**src/rtl/serial_adder.sv**
```systemverilog
`timescale 1ns / 1ps
// serial_adder
// Bit-serial adder/subtractor. One full-adder bit is evaluated per clock,
// LSB first, with a single carry flip-flop. Subtraction is done as
// a + ~b + 1 by inverting b at latch time and presetting the carry.
//
// Parameters
//   WIDTH   operand/result width in bits (2..32)
//   SUB_EN  1 enables subtract mode, 0 forces add-only (sub ignored)
//
// Ports
//   clk        single clock, rising edge
//   rst        asynchronous active-high reset
//   start      begin an operation (accepted only in IDLE)
//   sub        0 = a+b, 1 = a-b, sampled with start
//   a, b       operands, sampled with start
//   busy       high while an operation is in progress
//   done       single-cycle result-valid pulse
//   sum        result register (partial while shifting)
//   carry_out  final carry (add) or no-borrow flag (sub)
//   overflow   two's-complement signed overflow of the result
//
// Timing: with start sampled at edge N, the WIDTH shift steps occur at
// edges N+1..N+WIDTH, the FSM sits in DONE for one cycle, and the registered
// status outputs present done during the cycle after edge N+WIDTH+1. busy is
// high for the WIDTH+1 cycles ending with the done cycle. A start held through
// the done cycle is accepted, giving one result per WIDTH+2 cycles.
module serial_adder #(
    parameter int unsigned WIDTH  = 8,
    parameter bit          SUB_EN = 1'b1
) (
    input  logic             clk,
    input  logic             rst,
    input  logic             start,
    input  logic             sub,
    input  logic [WIDTH-1:0] a,
    input  logic [WIDTH-1:0] b,
    output logic             busy,
    output logic             done,
    output logic [WIDTH-1:0] sum,
    output logic             carry_out,
    output logic             overflow
);

    localparam int unsigned     CntW    = $clog2(WIDTH + 1);
    localparam logic [CntW-1:0] LastBit = CntW'(WIDTH - 1);

    typedef enum logic [1:0] {
        StIdle,
        StShift,
        StDone
    } state_e;

    state_e           state;
    logic [WIDTH-1:0] op_a;
    logic [WIDTH-1:0] op_b;
    logic             carry;
    logic [CntW-1:0]  cnt;

    logic eff_sub;
    logic bit_sum;
    logic bit_carry;

    // One full-adder slice on the current operand LSBs.
    always_comb begin
        eff_sub   = SUB_EN & sub;
        bit_sum   = op_a[0] ^ op_b[0] ^ carry;
        bit_carry = (op_a[0] & op_b[0]) | (carry & (op_a[0] ^ op_b[0]));
    end

    always_ff @(posedge clk or posedge rst) begin
        if (rst) begin
            state     <= StIdle;
            op_a      <= '0;
            op_b      <= '0;
            carry     <= 1'b0;
            cnt       <= '0;
            sum       <= '0;
            carry_out <= 1'b0;
            overflow  <= 1'b0;
            busy      <= 1'b0;
            done      <= 1'b0;
        end else begin
            // Status outputs are registered copies of the current state.
            busy <= (state != StIdle);
            done <= (state == StDone);

            unique case (state)
                StIdle: begin
                    if (start) begin
                        op_a  <= a;
                        op_b  <= eff_sub ? ~b : b;
                        carry <= eff_sub;  // the +1 of two's-complement negation
                        cnt   <= '0;
                        state <= StShift;
                    end
                end
                StShift: begin
                    sum   <= {bit_sum, sum[WIDTH-1:1]};
                    op_a  <= op_a >> 1;
                    op_b  <= op_b >> 1;
                    carry <= bit_carry;
                    cnt   <= cnt + CntW'(1);
                    if (cnt == LastBit) begin
                        // carry currently holds the carry into the MSB.
                        carry_out <= bit_carry;
                        overflow  <= carry ^ bit_carry;
                        state     <= StDone;
                    end
                end
                StDone: begin
                    state <= StIdle;
                end
                default: begin
                    state <= StIdle;
                end
            endcase
        end
    end

endmodule

```
**config.mk**
```make
export PLATFORM = sky130hd
export DESIGN_NAME = serial_adder
export DESIGN_NICKNAME = d
export VERILOG_FILES = /design/src/rtl/serial_adder.sv
export SDC_FILE = /design/constraint.sdc
export NUM_CORES = 1
export LEC_CHECK = 0
export CAP_MARGIN = 15
export CORE_ASPECT_RATIO = 2
export CORE_MARGIN = 4
export CORE_UTILIZATION = 25
export CTS_CLUSTER_SIZE = 25
export DETAILED_ROUTE_END_ITERATION = 7
export PLACE_DENSITY = 0.52
export RECOVER_POWER = 100
export SLEW_MARGIN = 20
export SYNTH_ARGS = -nofsm -noshare
export SYNTH_HDL_FRONTEND = slang
export SYNTH_SLANG_ARGS = --single-unit
```
**constraint.sdc**
```tcl
create_clock -name clk -period 1.7 [get_ports clk]
set_clock_uncertainty 0.1 [all_clocks]
set_input_delay 0.255 -clock clk [delete_from_list [all_inputs] [get_ports clk]]
set_output_delay 0.255 -clock clk [all_outputs]
set_load 0.1 [all_outputs]
```
# After elaboration in Yosys (flattened, before gate mapping)
# Index checks and enable logic that the tools add are counted.
# word_totals
regBits,35
latch_bits,0
ram_bits,0
romBits,0
inputBits,20
out_inout_bits,12
wordCells,41
n_memories,0
# classes
add_sub_neg,1
n_mul,0
div_mod_pow,0
order_cmp,0
n_eq_ne,5
shifts,0
muxes,12
bitwise_logic,7
reduce_logical,6
# ops
operator,n
8-bit one-hot mux with 2 select lines,2
8-bit 2-to-1 mux,3
8-bit NOT,1
4-bit one-hot mux with 2 select lines,1
2-bit AND reduction,3
"4-bit by 1-bit adder with 4-bit output, second input constant",1
"4-bit by 3-bit == test with 1-bit output, second input constant",1
2-bit 2-to-1 mux,2
4-bit 2-to-1 mux,1
"2-bit inequality test, second input constant",2
2-bit one-hot mux with 2 select lines,1
2-bit nonzero test,2
1-bit bitwise XOR,3
1-bit bitwise AND,2
"2-bit by 1-bit == test with 1-bit output, second input constant",1
"2-bit == test, second input constant",1
2-bit zero test,1
1-bit one-hot mux with 2 select lines,1
1-bit 2-to-1 mux,1
1-bit bitwise OR,1

# Longest topological paths before layout
# depth
ltp_word,4
depth_mapped,5
ltp_nobuf,4

# Least setup slack after synthesis
# OpenSTA, ideal clock, no wires.
# synth_path
kind,register to register
from,reg op_a[0]
to,reg overflow
setup_ps,128
arrival_time_ps,1261
t_required_ps,1472
path_slack_ps,211
stages_incl_launch_ff,4
n_path_buf,0
synth_period_minus_slack_ps,1489
path_cell_list,dfrtp_1 > fa_1 > xor2_1 > mux2_1
# synth_between
elab_chain_cells,4
word_cells_on_any_way,5
cone_classes,bitwise: 5
# synth_rtl
element,line_no,rtl
start: declaration,55,logic [WIDTH-1:0] op_a;
start signal: assignment,100,op_a <= op_a >> 1;
1-bit bitwise XOR,68,bit_carry = (op_a[0] & op_b[0]) | (carry & (op_a[0] ^ op_b[0]));
1-bit bitwise AND,68,
1-bit bitwise OR *,68,
named net bit_carry,62,logic bit_carry;
1-bit bitwise XOR *,107,overflow <= carry ^ bit_carry;
end signal: assignment,107,
end: declaration,42,output logic overflow
# Mark *: on every way through the listed nets, which the timed path passes. The rest lies on a longest branch.
# A chain may end at the register's enable or synchronous reset.

# Worst setup path after layout
# Same ends and word-level chain as after synthesis.

==> impl_metrics.csv <==
group,metric,value,unit
outcome,outcome,"complete, no violations",
grt,grt_pass1_wl,6.18,mm
sta,tns,0,ns
clocking,postCtsSetupBuffers,0,
clocking,clk_pin_slew,0.05,ns
sta,setup_viol,0,
floorplan,die_h,122,µm
synth,synth-edff-count,0,
clocking,cts_inserted_buffers,5,
drt,dr.pass1.iters,4,
synth,synth_compound_area_share,12.9,%
drt,via_count,1217,
power_and_ir_drop,power_density,2050,nW/µm²
drt,drc,0,
finish,nFillCells,705,
synth,ys_types,30,
placement,place_congestion,0.786,
clocking,clock_sinks,35,
synth,synth_top_area_cell,"dfrtp_1",
hold_path,hold_path_depth,2,
finish,layout_common_cells,"nand2_1 (35), dfrtp_1 (35), clkdlybuf4s50_1 (18), clkbuf_2 (14), xor2_1 (9)",
synth,synth_simple_gate_area_share,20.4,%
setup_path,setup.worst_path.start_class,"flop",
floorplan,num_rows,41,
sta,fmax,0.645,GHz
placement,dp_hpwl,2.67,mm
setup_path,cp.arrival,1.61,ns
hold_path,hp-class,"reg -> reg",
setup_path,reg2reg_depth,3,
sta,post-route-period-util,91.2,%
setup_path,path_max_fanout,3,
clocking,holdBufCountCts,0,
drt,routed_wl,3.65,mm
power_and_ir_drop,static-leakage-power,0.00106,µW
finish,finalNetCount,213,
floorplan,die_w,65.2,µm
finish,final_cell_area,2180,µm²
finish,layout.cells.non_filler,278,
synth,synth_top_area_share,53.5,%
synth,synth_area_leaders,"dfrtp_1 (54%), nand2_1 (8.0%), xor2_1 (4.8%)",
sta,finalCriticalPeriod,1.55,ns
clocking,clk_latency,0.28,ns
grt,first_global_vias,1247,
clocking,cts.repair.resized,0,
drt,routed_via_density,4.38,
synth,synth.mux.area_fraction,1.99,%
setup_path,crit_path_end_kind,"flop",
synth,synth-xor-area-share,4.82,%
power_and_ir_drop,ir_drop,0.614,mV
synth,yosys_warnings,0,
grt,grtUsageTotal,10.1,%
setup_path,path_class,"reg -> reg",
sta,rsz0062_at_grt,"false",
synth,netlist_instances,151,
floorplan,die-area,7980,µm²
sta,slew_headroom,42.7,%
sta,worst_pin_slew,0.860,ns
finish,area_delta_synth_final,33.0,%
setup_path,cp.required,1.76,ns
run,cap_viol_max_count,0,
grt,grt_max_degree,36,
sta,finalMaxSlewViolations,0,
sta,finalHoldViolations,0,
synth,synth_top_family_by_area,"simple AND/OR/NAND/NOR gates",
finish,n_antenna_cell,0,
synth,seq_area_frac_synth,53.5,%
placement,placed_area,2230,µm²
drt,drt-wirelength-per-cell,13.1,µm
synth,ys.flop_type,"dfrtp_1",
sta,holdWs,0.378,ns
floorplan,core-area,6360,µm²
synth,synth-adder-area-share,1.99,%
grt,antenna_found_initial,0,
synth,synth-seq-cells,35,
drt,drtIter0Drc,34,
synth,async_flop_share,100,%
synth,syn-cell-area,1640,µm²
clocking,cts_max_level,2,
floorplan,boundaryPins,32,
placement,dp_cells,270,
placement,port_buffers,31,
synth,synth_fp_nets,173,
drt,drtAntennaViolNets,0,
clocking,clockRootBuffer,"clkbuf_16",
power_and_ir_drop,power.total,4460,µW
synth,postSynthAreaPerCell,10.8,µm²
clocking,clockBufferDepth,2,
floorplan,initial_utilization,25.7,%
grt,grt-ovfl-total,0,
finish,drive_above_1_share,19.3,%
clocking,cts_tree,"done",
[critical path, stage by stage (launching register included)]
cell	delay (ns)
dfrtp_1	0.40
fa_1	0.49
xor2_1	0.16
mux2_1	0.29
[metal layers]
metal	GRT usage (%)	part of all wire, %
met3	1.92	2.5
met4	5.06	2.3
met2	17.7	53
met1	11.5	42
met5	0	0
[path summary, 6_finish.rpt]
check,to,slack [ns],from
max in group asynchronous,cnt[0],0.38,rst
min in group asynchronous,done,0.58,rst
max reg2reg,overflow,0.15,op_a[0]
min,sum[0],0.38,sum[0]
min reg2reg,sum[0],0.38,sum[0]
max,overflow,0.15,op_a[0]
[cell type report]
type                    instances  area, µm²  share of cell area, %
clock buffers                   7        153                   7.02
clock inverters                 1       7.51                  0.345
inverters                       2       7.51                  0.345
multi-input cells             104        688                   31.6
flip-flops and latches         35        876                   40.3
well taps                      86        108                   4.95
repair buffers                 43        337                   15.5
[power breakdown]
| group | leakage [µW] | switching (µW) | total (µW) | internal, µW |
|---|---|---|---|---|
| clock network | 0.0000761 | 333 | 956 | 622 |
| registers | 0.000452 | 251 | 1420 | 1170 |
| logic | 0.000527 | 1470 | 2080 | 613 |
[through the flow]
step | setup WS, ns | util (%)
CTS | 0.0504 | 37.5
finish | 0.150 | 34.2
floorplan | 0.211 | -
global placement | 0.0457 | 35.0
detailed placement | 0.0484 | 35.0
global route | 0.0629 | 34.2
[flip-flops by register name (all words and copies together) (netlist names)]
register	flops
op_a	8
state	2
done	1
busy	1
op_b	8
cnt	4
overflow	1
carry_out	1
sum	8
carry	1
[cell usage after synthesis (all sizes together) (2+ instances only)]
cell type	instances
nand2	35
xor2	9
clkbuf	2
mux2	2
nor2b	3
a21oi	7
nand2b	2
a221o	6
buf	8
and3b	12
nand3	3
o21ai	9
a22oi	2
inv	2
dfrtp	35
a22o	4
[cells by family (layout without fill, tap and decap cells)]
kind of cell,Yosys count,after routing
AOI/OAI and AO/OA,30,30
xor gates and xnor gates,9,9
adders and majority gates,2,2
buffers and inverters,12,53
DFF,35,35
muxes,3,3
and+or+nand+nor,60,60
Power figures use the tool's default switching activity.
